--- src/rtl/sram_bus_arbiter.sv ---
// Shares one SRAM-like bus between the fetch port and the data port.
// One transaction in flight; data has priority, bounded by a starvation count.
module sram_bus_arbiter #(
  parameter int STARVE_LIMIT = 4,
  parameter int CNT_W        = 3
) (
  input  logic        clk,
  input  logic        resetn,
  input  logic        inst_req,
  input  logic [31:0] inst_addr,
  output logic        inst_addr_ok,
  output logic        inst_data_ok,
  output logic [31:0] inst_rdata,
  input  logic        data_req,
  input  logic        data_wr,
  input  logic [1:0]  data_size,
  input  logic [3:0]  data_wstrb,
  input  logic [31:0] data_addr,
  input  logic [31:0] data_wdata,
  output logic        data_addr_ok,
  output logic        data_data_ok,
  output logic [31:0] data_rdata,
  output logic        mem_req,
  output logic        mem_wr,
  output logic [1:0]  mem_size,
  output logic [3:0]  mem_wstrb,
  output logic [31:0] mem_addr,
  output logic [31:0] mem_wdata,
  input  logic        mem_addr_ok,
  input  logic        mem_data_ok,
  input  logic [31:0] mem_rdata
);

  typedef enum logic [1:0] {
    S_IDLE,
    S_ADDR,
    S_DATA
  } state_t;

  localparam logic [CNT_W-1:0] LIM = CNT_W'(STARVE_LIMIT);

  state_t           r_state;
  logic             r_owner;
  logic [CNT_W-1:0] r_cnt;

  logic w_idle;
  logic w_starved;
  logic w_pick_data;
  logic w_sel;
  logic w_req;
  logic w_addr_ok;
  logic w_data_ok;

  assign w_idle      = (r_state == S_IDLE);
  assign w_starved   = (r_cnt == LIM);
  assign w_pick_data = data_req & (~inst_req | ~w_starved);
  // Owner is locked once granted; only IDLE re-arbitrates.
  assign w_sel       = w_idle ? w_pick_data : r_owner;

  always_comb begin
    w_req = 1'b0;
    unique case (r_state)
      S_IDLE:  w_req = inst_req | data_req;
      S_ADDR:  w_req = r_owner ? data_req : inst_req;
      default: w_req = 1'b0;
    endcase
  end

  assign w_addr_ok = mem_addr_ok & w_req;
  assign w_data_ok = (r_state == S_DATA) & mem_data_ok;

  assign mem_req   = resetn & w_req;
  assign mem_wr    = resetn & w_sel & data_wr;
  assign mem_size  = !resetn ? 2'd0  : (w_sel ? data_size : 2'd2);
  assign mem_wstrb = !resetn ? 4'h0  : (w_sel ? data_wstrb : 4'h0);
  assign mem_addr  = !resetn ? 32'd0 : (w_sel ? data_addr : inst_addr);
  assign mem_wdata = !resetn ? 32'd0 : (w_sel ? data_wdata : 32'd0);

  assign inst_addr_ok = resetn & w_addr_ok & ~w_sel;
  assign data_addr_ok = resetn & w_addr_ok & w_sel;
  assign inst_data_ok = resetn & w_data_ok & ~r_owner;
  assign data_data_ok = resetn & w_data_ok & r_owner;
  assign inst_rdata   = resetn ? mem_rdata : 32'd0;
  assign data_rdata   = resetn ? mem_rdata : 32'd0;

  always_ff @(posedge clk or negedge resetn) begin
    if (!resetn) begin
      r_state <= S_IDLE;
      r_owner <= 1'b0;
      r_cnt   <= '0;
    end else begin
      unique case (r_state)
        S_IDLE: begin
          if (inst_req | data_req) begin
            r_owner <= w_pick_data;
            if (w_pick_data & inst_req)
              r_cnt <= w_starved ? r_cnt : r_cnt + CNT_W'(1);
            else
              r_cnt <= '0;
            r_state <= mem_addr_ok ? S_DATA : S_ADDR;
          end
        end
        S_ADDR: begin
          if (w_addr_ok)
            r_state <= S_DATA;
        end
        S_DATA: begin
          if (mem_data_ok)
            r_state <= S_IDLE;
        end
        default: r_state <= S_IDLE;
      endcase
    end
  end

endmodule
--- config.mk ---
export PLATFORM = sky130hd
export DESIGN_NAME = sram_bus_arbiter
export DESIGN_NICKNAME = d
export VERILOG_FILES = /design/src/rtl/sram_bus_arbiter.sv
export SDC_FILE = /design/constraint.sdc
export NUM_CORES = 1
export LEC_CHECK = 0
export CORE_AREA = 2 2 108 110
export CTS_BUF_LIST = sky130_fd_sc_hd__clkbuf_8
export DETAILED_ROUTE_END_ITERATION = 12
export DIE_AREA = 0 0 110 112
export PLACE_DENSITY_LB_ADDON = 0.1
export SLEW_MARGIN = 30
export SYNTH_ARGS = -nofsm -noshare
export SYNTH_HDL_FRONTEND = slang
export SYNTH_SLANG_ARGS = --single-unit
export TNS_END_PERCENT = 30
--- constraint.sdc ---
create_clock -name clk -period 2 [get_ports clk]
set_clock_uncertainty 0.2 [all_clocks]
set_input_delay 0.4 -clock clk [delete_from_list [all_inputs] [get_ports clk]]
set_output_delay 0.4 -clock clk [all_outputs]
set_load 0.03 [all_outputs]
Word-level counts from Yosys, hierarchy flattened
Cells that the tools add are included.
{"block": "word_totals", "latch_bits": 0, "elab_cells": 53, "out_inout_bits": 140, "ram_bits": 0, "memories": 0, "ff_bits": 6, "rom_bits": 0, "inputBits": 141}
{"block": "classes", "multipliers": 0, "mux": 19, "n_eq_ne": 7, "n_shift": 0, "n_lt_le_gt_ge": 0, "addsub": 1, "div_mod_pow": 0, "n_bitwise": 19, "n_reduce_logical": 4}
{"op": "2-to-1 mux 32 bit", "n": 5}
{"op": "AND 1 bit", "n": 13}
{"op": "2-to-1 mux 2 bit", "n": 6}
{"op": "2-to-1 mux 4 bit", "n": 2}
{"op": "2-to-1 mux 3 bit", "n": 2}
{"op": "inequality test 2 bit, second input constant", "n": 3}
{"op": "case mux 2 bit (3 select lines)", "n": 1}
{"op": "AND reduction 3 bit", "n": 2}
{"op": "inverter 1 bit", "n": 4}
{"op": "adder 3 x 1 -> 3 bit, second input constant", "n": 1}
{"op": "== test 3 bit, second input constant", "n": 1}
{"op": "== test 2 x 1 -> 1 bit, second input constant", "n": 1}
{"op": "== test 2 bit, second input constant", "n": 1}
{"op": "zero test 2 bit", "n": 1}
{"op": "2-to-1 mux 1 bit", "n": 2}
{"op": "inequality test 2 x 1 -> 1 bit, second input constant", "n": 1}
{"op": "OR 1 bit", "n": 2}
{"op": "case mux 1 bit (2 select lines)", "n": 1}
{"op": "AND reduction 2 bit", "n": 1}

Logic depth before layout (Yosys ltp)
{"block": "depth", "depth_word": 7, "ltp_mapped": 7, "ltp_nobuf": 5}

Worst setup path before layout
Ideal clock, no wire load.
{"block": "synth_path", "path_kind": "register -> output", "from": "register r_cnt[0]", "to": "output port data_addr_ok", "path_slack_ns": -0.599, "arrival_ns": 1.999, "path_stages_with_launch": 6, "required_ns": 1.400, "path_buffers": 0, "cell_sequence": "dfrtp_1 > inv_1 > ha_1 > nand3_4 > a31oi_4 > nor4b_1"}
{"block": "synth_via", "elab_chain_len": 6}
{"element": "start, declared", "line": "44", "rtl": "logic [CNT_W-1:0] r_cnt;"}
{"element": "start signal, assigned", "line": "97", "rtl": "r_cnt <= w_starved ? r_cnt : r_cnt + CNT_W'(1);"}
{"element": "== test 3 bit", "line": "55", "rtl": "assign w_starved = (r_cnt == LIM);"}
{"element": "inverter 1 bit", "line": "56", "rtl": "assign w_pick_data = data_req & (~inst_req | ~w_starved);"}
{"element": "OR 1 bit", "line": "56"}
{"element": "AND 1 bit", "line": "56"}
{"element": "2-to-1 mux 1 bit", "line": "58", "rtl": "assign w_sel = w_idle ? w_pick_data : r_owner;"}
{"element": "AND 1 bit", "line": "80", "rtl": "assign data_addr_ok = resetn & w_addr_ok & w_sel;"}
{"element": "end, declared", "line": "20", "rtl": "output logic data_addr_ok,"}
Every way passes these cells.

Worst setup path in the final report
{"block": "layout_path", "from": "register r_cnt[0]", "to": "output port mem_addr[8]"}
{"block": "layout_via", "elab_chain_len": 7}
{"element": "== test 3 bit", "line": "55"}
{"element": "inverter 1 bit", "line": "56"}
{"element": "OR 1 bit", "line": "56"}
{"element": "AND 1 bit", "line": "56"}
{"element": "2-to-1 mux 1 bit", "line": "58"}
{"element": "2-to-1 mux 32 bit (2 in a row)", "line": "76", "rtl": "assign mem_addr = !resetn ? 32'd0 : (w_sel ? data_addr : inst_addr);"}
{"element": "end, declared", "line": "27", "rtl": "output logic [31:0] mem_addr,"}
Every way passes these cells.

==> impl_metrics.prom <==
# TYPE chip_impl_metric gauge
chip_impl_info{name="worst_hold_path_type",value="register to register"} 1
chip_impl_metric{name="dp_slack",unit="ps"} -572.6
chip_impl_info{name="critical_path.cell_chain",value="inv_2 > ha_4 > nand3_4 > a31oi_4 > buf_12 > buf_16 > mux2i_4 > buf_6"} 1
chip_impl_metric{name="tns_setup",unit="ps"} -26120
chip_impl_metric{name="finalSetupViolations",unit=""} 73
chip_impl_metric{name="final_core_util",unit="%"} 44.91
chip_impl_metric{name="worst_hold_slack_after_final_layout",unit="ps"} 382.1
chip_impl_metric{name="post-route-worst-setup-slack",unit="ps"} -442.8
chip_impl_metric{name="worst_path_largest_cell_delay",unit="ps"} 380
chip_impl_metric{name="syn_to_final_growth",unit="%"} 175.5
chip_impl_metric{name="num_io_pins",unit=""} 281
chip_impl_metric{name="total_power",unit="mW"} 4.117
chip_impl_metric{name="detailedPlacementHpwl",unit="microns"} 7801
chip_impl_metric{name="num_antenna_cells",unit=""} 0
chip_impl_metric{name="dieArea",unit="sq um"} 12320
chip_impl_metric{name="worstPathMaxFanout",unit=""} 8
chip_impl_metric{name="first_pass_iters",unit=""} 4
chip_impl_info{name="failed_checks",value="setup timing"} 1
chip_impl_metric{name="power_leakage",unit="nW"} 2.356
chip_impl_metric{name="report.final.hold_viol_count",unit=""} 0
chip_impl_metric{name="max_slew_vio_count",unit=""} 0
chip_impl_metric{name="grt_antenna_before_repair",unit=""} 0
chip_impl_metric{name="grt_usage",unit="%"} 14.09
chip_impl_info{name="synth_top_cells_by_count",value="sky130_fd_sc_hd__nand2_1, sky130_fd_sc_hd__and3_1, sky130_fd_sc_hd__mux2i_1"} 1
chip_impl_metric{name="number_of_remaining_drc_errors",unit=""} 0
chip_impl_metric{name="dieWidth",unit="microns"} 110
chip_impl_metric{name="grt_max_degree",unit=""} 52
chip_impl_metric{name="clock_power_share",unit="%"} 4.5
chip_impl_metric{name="synth_enable_flop_cells",unit=""} 0
chip_impl_metric{name="cts_buffers",unit=""} 3
chip_impl_metric{name="syn-cell-area",unit="sq um"} 1822
chip_impl_info{name="yosys.area.top_type",value="sky130_fd_sc_hd__mux2i_1"} 1
chip_impl_metric{name="synth-adder-area-share",unit="%"} 1.374
chip_impl_metric{name="synth_xor_xnor_area_share",unit="%"} 0
chip_impl_metric{name="fp-row-count",unit=""} 39
chip_impl_info{name="setup.worst_path.end_class",value="primary output"} 1
chip_impl_metric{name="seq_power_share",unit="%"} 4.7
chip_impl_metric{name="cts_max_level",unit=""} 1
chip_impl_metric{name="place_congestion",unit=""} 0.7917
chip_impl_metric{name="synth-compound-area-share",unit="%"} 6.868
chip_impl_metric{name="synth-seq-cells",unit=""} 6
chip_impl_info{name="critical_path.reg2reg.startpoint",value="r_cnt[0]"} 1
chip_impl_info{name="status",value="complete, but fails checks"} 1
chip_impl_metric{name="final_nets",unit=""} 670
chip_impl_metric{name="cts.sinks",unit=""} 6
chip_impl_metric{name="power_density",unit="nW/um^2"} 820.4
chip_impl_metric{name="fin_crit",unit="ps"} 2443
chip_impl_metric{name="clk_transition_reported_paths",unit="ps"} 40
chip_impl_metric{name="grt_pass1_wl",unit="microns"} 13900
chip_impl_metric{name="grt_pass1_vias",unit=""} 2702
chip_impl_metric{name="fmax",unit="GHz"} 0.4094
chip_impl_metric{name="mean_cell_area_of_the_mapped_netlist",unit="sq um"} 6.901
chip_impl_metric{name="switchingPower",unit="mW"} 1.884
chip_impl_metric{name="yosysTopAreaCellShare",unit="%"} 18.13
chip_impl_metric{name="initial_utilization",unit="%"} 16.30
chip_impl_metric{name="synth_simple_gate_area_share",unit="%"} 42.99
chip_impl_metric{name="critical_path_required",unit="ps"} 1400
chip_impl_metric{name="overflow",unit=""} 0
chip_impl_metric{name="route.vias.total",unit=""} 2713
chip_impl_info{name="cts_tree",value="yes"} 1
chip_impl_metric{name="timing.final.crit_share",unit="%"} 122.1
chip_impl_metric{name="placedInstanceArea",unit="sq um"} 4782
chip_impl_info{name="ctsRootBufferMaster",value="sky130_fd_sc_hd__clkbuf_8"} 1
chip_impl_info{name="combinational_family_with_the_most_area_after_synthesis",value="simple AND/OR/NAND/NOR gates"} 1
chip_impl_info{name="rsz_0062_raised_after_global_routing",value="yes"} 1
chip_impl_metric{name="synth_seq_area_share",unit="%"} 8.242
chip_impl_metric{name="detailedRoute.firstIterationViolations",unit=""} 92
chip_impl_metric{name="core-area",unit="sq um"} 11170
chip_impl_metric{name="cell_internal_pwr",unit="mW"} 2.234
chip_impl_metric{name="vias_per_cell",unit=""} 4.061
chip_impl_metric{name="p_comb_share",unit="%"} 90.9
chip_impl_info{name="most_used_standard_cell_by_instance_count_after_synthesis",value="sky130_fd_sc_hd__nand2_1"} 1
chip_impl_metric{name="die_y",unit="microns"} 112
chip_impl_metric{name="synth_cell_type_count",unit=""} 35
chip_impl_metric{name="worst_slew_margin_relative_to_its_limit",unit="%"} 73.42
chip_impl_metric{name="drt.antenna.violating_nets",unit=""} 0
chip_impl_metric{name="cts_max_path_buffers",unit=""} 2
chip_impl_metric{name="final_cell_count_no_fill",unit=""} 668
chip_impl_metric{name="port_buffers",unit=""} 280
chip_impl_metric{name="numPlacedInstances",unit=""} 659
chip_impl_info{name="crit_type",value="register to primary output"} 1
chip_impl_info{name="worst_setup_path_startpoint",value="r_cnt[0]"} 1
chip_impl_metric{name="ir_worst_vdd",unit="V"} 0.0005646
chip_impl_info{name="synth_area_leaders",value="sky130_fd_sc_hd__mux2i_1, sky130_fd_sc_hd__nand2_1, sky130_fd_sc_hd__buf_4, sky130_fd_sc_hd__and3_1, sky130_fd_sc_hd__and2_1"} 1
chip_impl_metric{name="drive_gt1_share",unit="%"} 40.95
chip_impl_metric{name="synthArstFlopShare",unit="%"} 100.0
chip_impl_metric{name="wl_per_cell",unit="microns"} 13.73
chip_impl_info{name="critPathLaunchType",value="register"} 1
chip_impl_metric{name="timing.critical_path.arrival",unit="ps"} 1840
chip_impl_metric{name="synthesis.instances",unit=""} 264
chip_impl_metric{name="timing_worst_slew_pin_value",unit="ps"} 398.7
chip_impl_metric{name="muxShareOfSynthArea",unit="%"} 18.75
chip_impl_metric{name="synth_warnings",unit=""} 0
chip_impl_info{name="hold_path.startpoint",value="r_state[1]"} 1
chip_impl_info{name="dominantRegCellSynth",value="sky130_fd_sc_hd__dfrtp_1"} 1
chip_impl_metric{name="syn-num-nets",unit=""} 407
chip_impl_info{name="critical-path-slowest-cell",value="sky130_fd_sc_hd__dfrtp_1"} 1
chip_impl_metric{name="wirelength",unit="microns"} 9174
chip_impl_metric{name="post-route-cell-area",unit="sq um"} 5019
chip_impl_metric{name="insertion_delay",unit="ps"} 230
chip_impl_metric{name="switching_portion_of_total_power",unit="%"} 45.75
chip_impl_metric{name="drv.max_cap_violation_count",unit=""} 0
==> placed cells by master (no fill, tap or decap), types with 4 or more instances in the layout <==
cell,instances
sky130_fd_sc_hd__buf_6,31
sky130_fd_sc_hd__mux2i_1,4
sky130_fd_sc_hd__and3_1,38
sky130_fd_sc_hd__clkdlybuf4s50_1,137
sky130_fd_sc_hd__buf_4,130
sky130_fd_sc_hd__buf_12,9
sky130_fd_sc_hd__mux2i_4,29
sky130_fd_sc_hd__nand2_1,65
sky130_fd_sc_hd__and2_1,32
sky130_fd_sc_hd__dfrtp_1,6
==> cell families (layout without fill, tap and decap cells) <==
family          Yosys count  count (layout)
buf+inv                  60             321
fa+ha+maj                 2               2
flops                     6               6
mux                      34              34
compound gates           14              14
simple gates            148             148
==> worst max-delay path, delay by kind of cell (launching register included) <==
kind / cells / cell delay, ps
muxes: 1 / 240
buffers and inverters: 4 / 580
DFF: 1 / 380
adders and majority gates: 1 / 150
AOI/OAI and AO/OA: 1 / 160
and+or+nand+nor: 1 / 90
==> routing by layer <==
layer	GRT usage, %	vias up	part of all wire, %
li1	-	1371	-
met1	16.68	1222	38
met2	25.03	113	53
met3	4.625	7	9.1
met4	1.857	0	0.64
met5	0	-	0
==> area by class of cell <==
cell class	instances	area, sq um
fill	1084	6156
timing repair buffer	314	2968
multi-input combinational	198	1665
tap	143	178.9
sequential	6	150.1
clock buffer	3	41.29
inverter	4	15.01
==> repair_timing <==
item                       in CTS  in global routing
hold buffers                    2                  0
buffers inserted                2                  2
setup endpoints to repair      74                 74
resized for setup              39                  4
hold endpoints to repair        6                  0
==> path summary, 6_finish.rpt <==
kind                            slack [ps]  depth (start not counted)          end
worst min-delay path                   380                          2   r_state[0]
min in group asynchronous              540                          3     r_cnt[2]
worst max register to register         170                          7     r_cnt[2]
worst min register to register         380                          2   r_state[0]
max in group asynchronous              730                          3   r_state[0]
worst max-delay path                  -440                          8  mem_addr[8]
==> state kept, by name (all words and copies together) (netlist names) <==
register,count
r_owner,1
r_state,2
r_cnt,3
==> power by group through the flow <==
stage                     clock network, mW  registers [mW]  logic, mW
final                                 0.184           0.192       3.74
after floorplan                           0           0.195       2.29
after detailed placement                  0           0.195       3.52
after CTS                             0.191           0.192       3.74
after global placement                    0           0.192       3.52
after global routing                  0.196           0.199       3.95
(Power assumes the default switching activity.)
